--- src/rtl/maze_pkg.sv ---
// rtl/maze_pkg.sv - shared colour layout, colour constants, tile_shift range, clear FSM encoding
package maze_pkg;

    localparam int R_W = 3;
    localparam int G_W = 3;
    localparam int B_W = 2;

    function automatic logic [7:0] rgb332(input logic [R_W-1:0] r,
                                          input logic [G_W-1:0] g,
                                          input logic [B_W-1:0] b);
        return {r, g, b};
    endfunction

    localparam logic [7:0] COLOR_BG     = rgb332(3'd0, 3'd0, 2'd0);
    localparam logic [7:0] COLOR_WALL   = rgb332(3'd0, 3'd0, 2'd0);
    localparam logic [7:0] COLOR_PATH   = rgb332(3'd7, 3'd7, 2'd3);
    localparam logic [7:0] COLOR_TRAIL  = rgb332(3'd4, 3'd4, 2'd2);
    localparam logic [7:0] COLOR_CHAR   = rgb332(3'd0, 3'd0, 2'd3);
    localparam logic [7:0] COLOR_START  = rgb332(3'd0, 3'd7, 2'd0);
    localparam logic [7:0] COLOR_FINISH = rgb332(3'd7, 3'd0, 2'd0);

    localparam logic [2:0] SHIFT_MIN = 3'd2;
    localparam logic [2:0] SHIFT_MAX = 3'd5;

    typedef enum logic {
        ST_IDLE  = 1'b0,
        ST_CLEAR = 1'b1
    } clr_state_e;

endpackage

--- src/rtl/maze_tile_mem.sv ---
// rtl/maze_tile_mem.sv - path and visited bit arrays with write, set-visited, clear sweep and async reads
module maze_tile_mem #(
    parameter int AW = 10
) (
    input  logic          clk,
    input  logic          wr_en,
    input  logic [AW-1:0] wr_addr,
    input  logic          wr_data,
    input  logic          vis_en,
    input  logic [AW-1:0] vis_addr,
    input  logic          clr_en,
    input  logic [AW-1:0] clr_addr,
    input  logic [AW-1:0] rd_addr,
    output logic          rd_path,
    output logic          rd_visited
);

    localparam int DEPTH = 1 << AW;

    logic path_q    [DEPTH];
    logic visited_q [DEPTH];

    // Clearing owns both arrays; the other ports are gated off while it runs.
    always_ff @(posedge clk) begin
        if (clr_en) begin
            path_q[clr_addr]    <= 1'b0;
            visited_q[clr_addr] <= 1'b0;
        end else begin
            if (wr_en) begin
                path_q[wr_addr] <= wr_data;
            end
            if (vis_en) begin
                visited_q[vis_addr] <= 1'b1;
            end
        end
    end

    assign rd_path    = path_q[rd_addr];
    assign rd_visited = visited_q[rd_addr];

endmodule

--- src/rtl/maze_renderer_pipe.sv ---
// rtl/maze_renderer_pipe.sv - two-stage maze pixel renderer with vblank-shadowed configuration
module maze_renderer_pipe
    import maze_pkg::*;
#(
    parameter int          MAX_W        = 32,
    parameter int          MAX_H        = 32,
    parameter int          H_ACTIVE     = 640,
    parameter int          V_ACTIVE     = 480,
    parameter int          BLINK_LOG2   = 5,
    parameter logic [15:0] SPRITE       = 16'h6FF6,
    parameter logic [7:0]  BG_COLOR     = COLOR_BG,
    parameter logic [7:0]  WALL_COLOR   = COLOR_WALL,
    parameter logic [7:0]  PATH_COLOR   = COLOR_PATH,
    parameter logic [7:0]  TRAIL_COLOR  = COLOR_TRAIL,
    parameter logic [7:0]  CHAR_COLOR   = COLOR_CHAR,
    parameter logic [7:0]  START_COLOR  = COLOR_START,
    parameter logic [7:0]  FINISH_COLOR = COLOR_FINISH
) (
    input  logic                       clk,
    input  logic                       reset,
    input  logic                       enable,
    input  logic [9:0]                 pixel_x,
    input  logic [9:0]                 pixel_y,
    input  logic                       video_on,
    input  logic                       hsync_in,
    input  logic                       vsync_in,
    input  logic                       wr_en,
    input  logic [$clog2(MAX_W)-1:0]   wr_x,
    input  logic [$clog2(MAX_H)-1:0]   wr_y,
    input  logic                       wr_data,
    input  logic                       clear,
    input  logic                       trail_en,
    input  logic [$clog2(MAX_W):0]     maze_width,
    input  logic [$clog2(MAX_H):0]     maze_height,
    input  logic [2:0]                 tile_shift,
    input  logic [$clog2(MAX_W)-1:0]   char_x,
    input  logic [$clog2(MAX_H)-1:0]   char_y,
    input  logic [$clog2(MAX_W)-1:0]   start_x,
    input  logic [$clog2(MAX_H)-1:0]   start_y,
    input  logic [$clog2(MAX_W)-1:0]   finish_x,
    input  logic [$clog2(MAX_H)-1:0]   finish_y,
    output logic                       hsync,
    output logic                       vsync,
    output logic [7:0]                 rgb,
    output logic                       busy,
    output logic                       cfg_err
);

    localparam int XW = $clog2(MAX_W);
    localparam int YW = $clog2(MAX_H);
    localparam int AW = XW + YW;
    localparam int CW = 16;
    localparam logic [AW-1:0] LAST_ADDR = AW'(MAX_W * MAX_H - 1);

    // Clear FSM
    clr_state_e    state_q, state_d;
    logic [AW-1:0] clr_addr_q, clr_addr_d;
    logic          idle;

    always_ff @(posedge clk or negedge reset) begin
        if (!reset) begin
            state_q    <= ST_IDLE;
            clr_addr_q <= '0;
        end else begin
            state_q    <= state_d;
            clr_addr_q <= clr_addr_d;
        end
    end

    always_comb begin
        state_d    = state_q;
        clr_addr_d = clr_addr_q;
        case (state_q)
            ST_IDLE: begin
                if (clear) begin
                    state_d    = ST_CLEAR;
                    clr_addr_d = '0;
                end
            end
            ST_CLEAR: begin
                clr_addr_d = clr_addr_q + 1'b1;
                if (clr_addr_q == LAST_ADDR) begin
                    state_d = ST_IDLE;
                end
            end
            default: state_d = ST_IDLE;
        endcase
    end

    assign idle = (state_q == ST_IDLE);
    assign busy = !idle;

    // Shadow configuration, refreshed once per frame at the start of vblank
    logic [CW-1:0]         pxw_d, pxh_d, bx_d, by_d;
    logic                  err_d, latch;
    logic [CW-1:0]         pxw_q, pxh_q, bx_q, by_q;
    logic [2:0]            shift_q;
    logic                  cfg_err_q, trail_q;
    logic [XW-1:0]         char_x_q, start_x_q, finish_x_q;
    logic [YW-1:0]         char_y_q, start_y_q, finish_y_q;
    logic [BLINK_LOG2-1:0] frame_q;

    always_comb begin
        latch = (pixel_x == 10'd0) && (pixel_y == 10'(V_ACTIVE));
        pxw_d = CW'(maze_width) << tile_shift;
        pxh_d = CW'(maze_height) << tile_shift;
        bx_d  = (CW'(H_ACTIVE) - pxw_d) >> 1;
        by_d  = (CW'(V_ACTIVE) - pxh_d) >> 1;
        err_d = (tile_shift < SHIFT_MIN) || (tile_shift > SHIFT_MAX) ||
                (pxw_d > CW'(H_ACTIVE)) || (pxh_d > CW'(V_ACTIVE)) ||
                (maze_width > (XW+1)'(MAX_W)) || (maze_height > (YW+1)'(MAX_H));
    end

    always_ff @(posedge clk or negedge reset) begin
        if (!reset) begin
            pxw_q      <= '0;
            pxh_q      <= '0;
            bx_q       <= '0;
            by_q       <= '0;
            shift_q    <= '0;
            cfg_err_q  <= 1'b0;
            trail_q    <= 1'b0;
            char_x_q   <= '0;
            char_y_q   <= '0;
            start_x_q  <= '0;
            start_y_q  <= '0;
            finish_x_q <= '0;
            finish_y_q <= '0;
            frame_q    <= '0;
        end else if (latch) begin
            pxw_q      <= pxw_d;
            pxh_q      <= pxh_d;
            bx_q       <= bx_d;
            by_q       <= by_d;
            shift_q    <= tile_shift;
            cfg_err_q  <= err_d;
            trail_q    <= trail_en;
            char_x_q   <= char_x;
            char_y_q   <= char_y;
            start_x_q  <= start_x;
            start_y_q  <= start_y;
            finish_x_q <= finish_x;
            finish_y_q <= finish_y;
            frame_q    <= frame_q + 1'b1;
        end
    end

    assign cfg_err = cfg_err_q;

    // Stage 1: pixel to tile / sub-tile coordinates
    logic [CW-1:0] px, py, dx, dy, sub_mask;
    logic [2:0]    sub_sh;
    logic          in_x, in_y;

    always_comb begin
        px       = CW'(pixel_x);
        py       = CW'(pixel_y);
        dx       = px - bx_q;
        dy       = py - by_q;
        sub_mask = (CW'(1) << shift_q) - CW'(1);
        sub_sh   = shift_q - 3'd2;
        in_x     = (px >= bx_q) && (dx < pxw_q);
        in_y     = (py >= by_q) && (dy < pxh_q);
    end

    logic          en_s1_q, vid_s1_q, hs_s1_q, vs_s1_q, in_s1_q;
    logic [XW-1:0] tx_q;
    logic [YW-1:0] ty_q;
    logic [1:0]    sx_q, sy_q;

    always_ff @(posedge clk or negedge reset) begin
        if (!reset) begin
            en_s1_q  <= 1'b0;
            vid_s1_q <= 1'b0;
            hs_s1_q  <= 1'b0;
            vs_s1_q  <= 1'b0;
            in_s1_q  <= 1'b0;
            tx_q     <= '0;
            ty_q     <= '0;
            sx_q     <= '0;
            sy_q     <= '0;
        end else begin
            en_s1_q  <= enable;
            vid_s1_q <= video_on;
            hs_s1_q  <= hsync_in;
            vs_s1_q  <= vsync_in;
            in_s1_q  <= in_x && in_y;
            tx_q     <= XW'(dx >> shift_q);
            ty_q     <= YW'(dy >> shift_q);
            sx_q     <= 2'((dx & sub_mask) >> sub_sh);
            sy_q     <= 2'((dy & sub_mask) >> sub_sh);
        end
    end

    logic rd_path, rd_vis;

    maze_tile_mem #(.AW(AW)) u_tile_mem (
        .clk        (clk),
        .wr_en      (wr_en && idle),
        .wr_addr    ({wr_y, wr_x}),
        .wr_data    (wr_data),
        .vis_en     (idle),
        .vis_addr   ({char_y, char_x}),
        .clr_en     (!idle),
        .clr_addr   (clr_addr_q),
        .rd_addr    ({ty_q, tx_q}),
        .rd_path    (rd_path),
        .rd_visited (rd_vis)
    );

    // Stage 2: colour priority
    logic [7:0] rgb_d;
    logic       sprite_on;

    always_comb begin
        rgb_d     = WALL_COLOR;
        sprite_on = SPRITE[{sy_q, sx_q}];
        if (!en_s1_q || !vid_s1_q || cfg_err_q || !in_s1_q) begin
            rgb_d = BG_COLOR;
        end else if (tx_q == char_x_q && ty_q == char_y_q && sprite_on) begin
            rgb_d = CHAR_COLOR;
        end else if (tx_q == start_x_q && ty_q == start_y_q) begin
            rgb_d = START_COLOR;
        end else if (tx_q == finish_x_q && ty_q == finish_y_q && !frame_q[BLINK_LOG2-1]) begin
            rgb_d = FINISH_COLOR;
        end else if (rd_path) begin
            rgb_d = (trail_q && rd_vis) ? TRAIL_COLOR : PATH_COLOR;
        end
    end

    always_ff @(posedge clk or negedge reset) begin
        if (!reset) begin
            rgb   <= '0;
            hsync <= 1'b0;
            vsync <= 1'b0;
        end else begin
            rgb   <= rgb_d;
            hsync <= hs_s1_q;
            vsync <= vs_s1_q;
        end
    end

endmodule

--- config.mk ---
export PLATFORM = sky130hd
export DESIGN_NAME = maze_renderer_pipe
export DESIGN_NICKNAME = d
export VERILOG_FILES = /design/src/rtl/maze_pkg.sv /design/src/rtl/maze_tile_mem.sv /design/src/rtl/maze_renderer_pipe.sv
export SDC_FILE = /design/constraint.sdc
export NUM_CORES = 2
export LEC_CHECK = 0
export CAP_MARGIN = 20
export CORE_ASPECT_RATIO = 0.9
export CORE_MARGIN = 5
export CORE_UTILIZATION = 50
export DETAILED_ROUTE_END_ITERATION = 8
export HOLD_SLACK_MARGIN = 0.05
export PLACE_DENSITY_LB_ADDON = 0.05
export SLEW_MARGIN = 40
export SYNTH_ARGS = -nofsm -noshare
export SYNTH_HDL_FRONTEND = slang
export SYNTH_SLANG_ARGS = --single-unit
--- constraint.sdc ---
create_clock -name clk -period 24 [get_ports clk]
set_input_delay 4.8 -clock clk [delete_from_list [all_inputs] [get_ports clk]]
set_output_delay 4.8 -clock clk [all_outputs]
set_load 0.05 [all_outputs]
== Yosys cells after proc, flatten, opt, wreduce, memory -nomap -nowiden ==
Memory sizes are Yosys's and may differ from the RTL's.
Index checks and enable logic that the tools add are counted.

* Flip-flop bits (word level): 142
* Bits in writable memories: 2,048
* Memory bits (read-only): 16
* Bits of input ports: 85
* Output and inout port bits: 12
* Word-level logic and storage cells: 119
* Memories: 3

* Add/subtract/negate cells: 8
* $lt $le $gt $ge: 11
* Equality and inequality tests: 9
* Shift-type cells: 7
* Multiplexer cells: 24
* Bitwise operators: 3
* Reductions and logical operators: 26

{| class="wikitable"
|+ Memories
! memory !! depth !! bits a word !! read ports !! clocked after Yosys merged registers in !! wr ports !! line !! source
|-
| u_tile_mem.path_q || 1,024 || 1 || 1 || 0 || 1 || maze_tile_mem.sv:20 || <nowiki>logic path_q [DEPTH];</nowiki>
|-
| u_tile_mem.visited_q || 1,024 || 1 || 1 || 0 || 1 || maze_tile_mem.sv:21 || <nowiki>logic visited_q [DEPTH];</nowiki>
|-
| (no name shown) || 16 || 1 || 1 || 0 || 0 || maze_renderer_pipe.sv:217 || <nowiki>sprite_on = SPRITE[{sy_q, sx_q}];</nowiki>
|}

{| class="wikitable"
|+ Operators by type and width
! operator !! count
|-
| 8-bit 2-to-1 mux || 5
|-
| 16-bit AND || 2
|-
| 16-bit less-than comparator || 2
|-
| 6-bit by 3-bit left shift with 16-bit output || 2
|-
| 16-bit by 3-bit >> shifter with 2-bit output || 2
|-
| 16-bit by 3-bit >> shifter with 5-bit output || 2
|-
| 10-bit by 15-bit subtractor with 16-bit output || 2
|-
| 5-bit == test || 6
|-
| 10-bit by 15-bit greater-or-equal comparator with 1-bit output || 2
|-
| 10-bit 2-to-1 mux || 3
|-
| 10-bit case mux with 2 select lines || 1
|-
| 16-bit by 10-bit greater-than comparator with 1-bit output (second input constant) || 1
|-
| 16-bit by 9-bit greater-than comparator with 1-bit output (second input constant) || 1
|-
| 1-bit by 3-bit left shift with 16-bit output (first input constant) || 1
|-
| 10-bit by 16-bit subtractor with 16-bit output (first input constant) || 1
|-
| 16-bit by 2-bit subtractor with 16-bit output (second input constant) || 1
|-
| 9-bit by 16-bit subtractor with 16-bit output (first input constant) || 1
|-
| 1-bit 2-to-1 mux || 13
|-
| 6-bit greater-than comparator (second input constant) || 2
|-
| 1-bit logical AND || 11
|-
| 10-bit by 1-bit adder with 10-bit output (second input constant) || 1
|-
| 10-bit == test (second input constant) || 1
|-
| 10-bit by 9-bit == test with 1-bit output (second input constant) || 1
|-
| 10-bit logical NOT || 1
|-
| 12 further kinds || 23
|}

== Longest topological paths before layout ==
An unclocked memory read counts as a cell.

* Depth in word-level cells: 8
* Depth in mapped cells: 18
* Gate-level depth less buffers: 17

== Modules after synthesis ==
Synthesis repeated with hierarchy kept, for this count alone.

* Cell total of the unflattened synthesis: 7,302
* Area total of the unflattened synthesis: 98,400.6 um2

{| class="wikitable"
|+ By module, submodules not included
! module !! instances !! cells an instance !! area each (um2)
|-
| maze_tile_mem || 1 || 6,214 || 89,263.1
|-
| maze_renderer_pipe || 1 || 1,088 || 9,137.5
|}

== Worst setup path after synthesis ==
Ideal clock, no wire load.

* Path type: input port to flip-flop
* Start point: input port wr_en
* End point: memory u_tile_mem.path_q[0], data pin
* Arrival: 18.509 ns
* Required time: 21.136 ns
* Setup slack: 2.627 ns
* Stages on the path: 4
* Buffers on the path: 2
* Path through: nor2b_1 > clkbuf_1 > clkbuf_1 > and2_1

* Word-level cells in the longest chain between the ends: 6

{| class="wikitable"
|+ RTL lines
! what !! line !! source
|-
| start: declaration || maze_renderer_pipe.sv:27 || <nowiki>input logic wr_en,</nowiki>
|-
| 1-bit logical AND || maze_renderer_pipe.sv:199 || <nowiki>.wr_en (wr_en && idle),</nowiki>
|-
| 1-bit 2-to-1 mux || maze_tile_mem.sv:29 || <nowiki>if (wr_en) begin</nowiki>
|-
| 1-bit 2-to-1 mux || maze_tile_mem.sv:25 || <nowiki>if (clr_en) begin</nowiki>
|-
| 1-bit 2-to-1 mux (not written as such) || maze_tile_mem.sv:30 || <nowiki>path_q[wr_addr] <= wr_data;</nowiki>
|-
| 1-bit OR reduction (no line) || n/a ||
|-
| 1-bit 2-to-1 mux (no line) || n/a ||
|-
| end: declaration || maze_tile_mem.sv:20 ||
|}

Every way passes these cells.

== Worst setup path after layout ==
* Start point: input port pixel_x[1]
* End point: register in_s1_q

* Word-level cells in the longest chain between the ends: 4
* Elaborated cells on any way between the ends: 5
* Classes of those cells: add/sub: 1; order compare: 2; reduce/logical: 2

{| class="wikitable"
|+ RTL lines
! what !! line !! source
|-
| start: declaration || maze_renderer_pipe.sv:22 || <nowiki>input logic [9:0] pixel_x,</nowiki>
|-
| 10-bit by 15-bit subtractor with 16-bit output || maze_renderer_pipe.sv:158 || <nowiki>dx = px - bx_q;</nowiki>
|-
| 16-bit less-than comparator || maze_renderer_pipe.sv:162 || <nowiki>in_x = (px >= bx_q) && (dx < pxw_q);</nowiki>
|-
| 1-bit logical AND (*) || maze_renderer_pipe.sv:162 ||
|-
| 1-bit logical AND (*) || maze_renderer_pipe.sv:187 || <nowiki>in_s1_q <= in_x && in_y;</nowiki>
|-
| end signal: assignment || maze_renderer_pipe.sv:187 ||
|-
| end: declaration || maze_renderer_pipe.sv:166 || <nowiki>logic en_s1_q, vid_s1_q, hs_s1_q, vs_s1_q, in_s1_q;</nowiki>
|}

Mark *: on every way between the ends. The rest lies on a longest branch, timed or not.
A chain may end at the register's enable or synchronous reset.

==> impl_metrics.tcl <==
set metrics [dict create \
    fillCellCount 16002 \
    cts.sinks 2182 \
    vias 59910 \
    postSynthAreaPerCell_sq_um 13.8 \
    worst_pin_slew_ns 0.942 \
    wl_per_cell_microns 29.1 \
    ir_drop_mv 0.0598 \
    cts_inserted_buffers 221 \
    postCtsHoldBufs 0 \
    cts_root_buf "clkbuf_16" \
    track_usage_pct 27.3 \
    synth_seq_area_share_pct 66.3 \
    slew_headroom_pct 37.0 \
    crit_path_max_incr_delay_ns 0.68 \
    routed_wl_microns 282000 \
    endpoint_kind "flip-flop" \
    combPwrFrac_pct 12.5 \
    pwr-share-clk_pct 39.1 \
    io_pins 97 \
    seq_area_sq_mm 0.0649 \
    route.antenna.remaining_nets 0 \
    coreArea_sq_mm 0.195 \
    synth_edf_count 2048 \
    crit_type "primary input to flip-flop" \
    slew_violations 0 \
    ys_seq_elements 2182 \
    fin_util_pct 55.2 \
    crit_required_ns 24.72 \
    setup_viol 0 \
    status "finished clean" \
    dp_hpwl_microns 152000 \
    via_per_inst 6.18 \
    path_cells "clkdlybuf4s50_1 > inv_1 > fa_1 > nor2b_1 > o21ai_0 > a21boi_0 > o21ai_0 > a21oi_1 > a311oi_1 > nand2b_1 > xor2_1 > ha_1 > or4_1 > a31oi_1 > nand4_1 > or4_1 > nor4_1" \
    cap_violations 0 \
    period_needed_ns 8.44 \
    critPathBufInv 2 \
    num_rows 154 \
    dr.pass1.iters 5 \
    clk_pin_slew_ns 0.06 \
    synthFlopType "edfxtp_1" \
    synth_top_area_cell "edfxtp_1" \
    antenna_found_initial 15 \
    overflow 0 \
    final-hold-violation-count 0 \
    port_buffers 96 \
    power-per-cell-area_mw_per_mm2 79.6 \
    die_w_microns 476 \
    drive_gt1_share_pct 15.6 \
    tns_ns 0 \
    drt_iter0_drc 7613 \
    rsz0062_at_grt "false" \
    path_max_fanout 3 \
    cp.arrival_ns 9.17 \
    clock_latency_ns 0.87 \
    seqPwrFrac_pct 48.4 \
    die-area_sq_mm 0.204 \
    yosysUniqueCellTypes 83 \
    cts_tree "yes" \
    die_h_microns 429 \
    final_common_cell "nor2_1" \
    cts_resized 0 \
    drc 0 \
    area_growth_pct 10.3 \
    cts_buffer_depth 3 \
    synthTopCellsByArea "edfxtp_1, mux4_2, nor2_1" \
    synth_area_sq_mm 0.0978 \
    nets 7080 \
    synth_top_area_share_pct 62.9 \
    cts_setup_buffers 0 \
    cp_top_family "simple AND/OR/NAND/NOR gates" \
    power.total_uw 8590 \
    worst_setup_path_start_kind "primary input" \
    grt_pass1_wl_microns 404000 \
    p_sw_uw 2340 \
    internal_power_uw 6250 \
    netlist_instances 7096 \
    fin_crit_sh_pct 35.2 \
    hold_path.class "flip-flop to flip-flop" \
    synth_warnings 0 \
    final_cell_mix "nor2_1, edfxtp_1, mux4_2, nand2_1, clkbuf_16" \
    fin_skew_ns 0.0360 \
    p_sw_share_pct 27.2 \
    gp_congestion 0.802 \
    multi_input_area_sq_mm 0.0300 \
    initial_utilization_pct 50.1 \
    grt_max_degree 260 \
    p_leak_uw 0.0348 \
    fmax_mhz 118 \
    async_flop_share_pct 6.14 \
    slowest_stage "clkdlybuf4s50_1" \
    grt_pass1_vias 58109 \
    cts_max_level 4 \
    synth_nets 7232 \
]
## area by class of cell
class | instances | share of cell area [%]
Sequential cell | 2182 | 60.2
Timing Repair Buffer | 257 | 2.28
Clock inverter | 109 | 0.896
Antenna cell | 6 | 0.0139
Inverter | 76 | 0.276
Multi-Input combinational cell | 4206 | 27.9
Tap cell | 2574 | 2.99
Clock buffer | 291 | 5.53
## registers in the layout, summed over array words and instances, names as in the netlist, 6 cells and up
| register | cells |
|---|---|
| bx_q | 15 |
| by_q | 15 |
| clr_addr_q | 10 |
| pxh_q | 13 |
| pxw_q | 13 |
| rgb | 6 |
| u_tile_mem.path_q | 1024 |
| u_tile_mem.visited_q | 1024 |
## cells in the mapped netlist, types with 37 or more instances
library cell,instances
inv_1,75
nor3_1,42
a21oi_1,78
clkbuf_1,413
xnor2_1,37
mux4_2,432
a22oi_1,47
dfrtp_1,134
nand3_1,51
mux2i_1,157
ha_1,49
buf_1,67
o21ai_0,137
nor2_1,2138
nand2_1,440
edfxtp_1,2048
buf_2,64
xor2_1,37
mux4_1,57
nor2b_1,39
## cell families after synthesis
group	count (synthesis)	share of synthesized area [%]
AOI/OAI and AO/OA	523	3.56
xor gates and xnor gates	74	0.663
adders and majority gates	51	0.668
buffers and inverters	708	3.49
DFF	2182	66.3
muxes	682	13.5
and+or+nand+nor	2876	11.8
## worst register-to-register path, stage by stage (launching register included)
cell and delay, ns:
dfrtp_4 0.81, buf_12 0.45, buf_6 0.64, buf_4 0.79, mux4_2 0.37, a22oi_1 0.10
a31o_2 0.29, nand3_1 0.10, nand4_1 0.35, nor4_1 0.82, or4_1 0.54, nand2b_1 0.17
nor3b_1 0.27, a21boi_1 0.21
## power groups by stage
stage	combinational (uW)	clock [uW]	sequential, uW
floorplan	568	0	4210
global placement	1030	0	4230
detailed placement	1060	0	4230
CTS	1060	3410	4150
global route	1120	3570	4150
finish	1070	3360	4150
## metal layers
layer	GRT usage, %	share of wire (%)
met5	0	0.028
met1	40.7	43
met4	5.83	2.1
met3	7.31	10
met2	40.7	45
## path summary, 6_finish.rpt
kind | startpoint | end | slack (ns) | depth (start not counted)
max in group asynchronous | reset | clr_addr_q[2] | 18.94 | 2
worst max register to register | tx_q[0] | rgb[6] | 18.03 | 13
worst max-delay path | pixel_x[1] | in_s1_q | 15.56 | 17
worst min register to register | hs_s1_q | hsync | 0.35 | 0
worst min-delay path | hs_s1_q | hsync | 0.35 | 0
min in group asynchronous | reset | bx_q[10] | 3.98 | 1
## through the flow
stage | cell area [sq um] | setup slack, ns | hold WS [ns] | std cells
floorplan | 97800 | 2.63 | 0.331 | 7096
global placement | 100000 | 14.07 | 0.335 | 9283
detailed placement | 101000 | 14.11 | 0.336 | 9288
CTS | 108000 | 15.02 | 0.352 | 9688
global route | 108000 | 15.12 | 0.363 | 9696
finish | 108000 | 15.56 | 0.349 | 9701
Power figures use the tool's default switching activity.
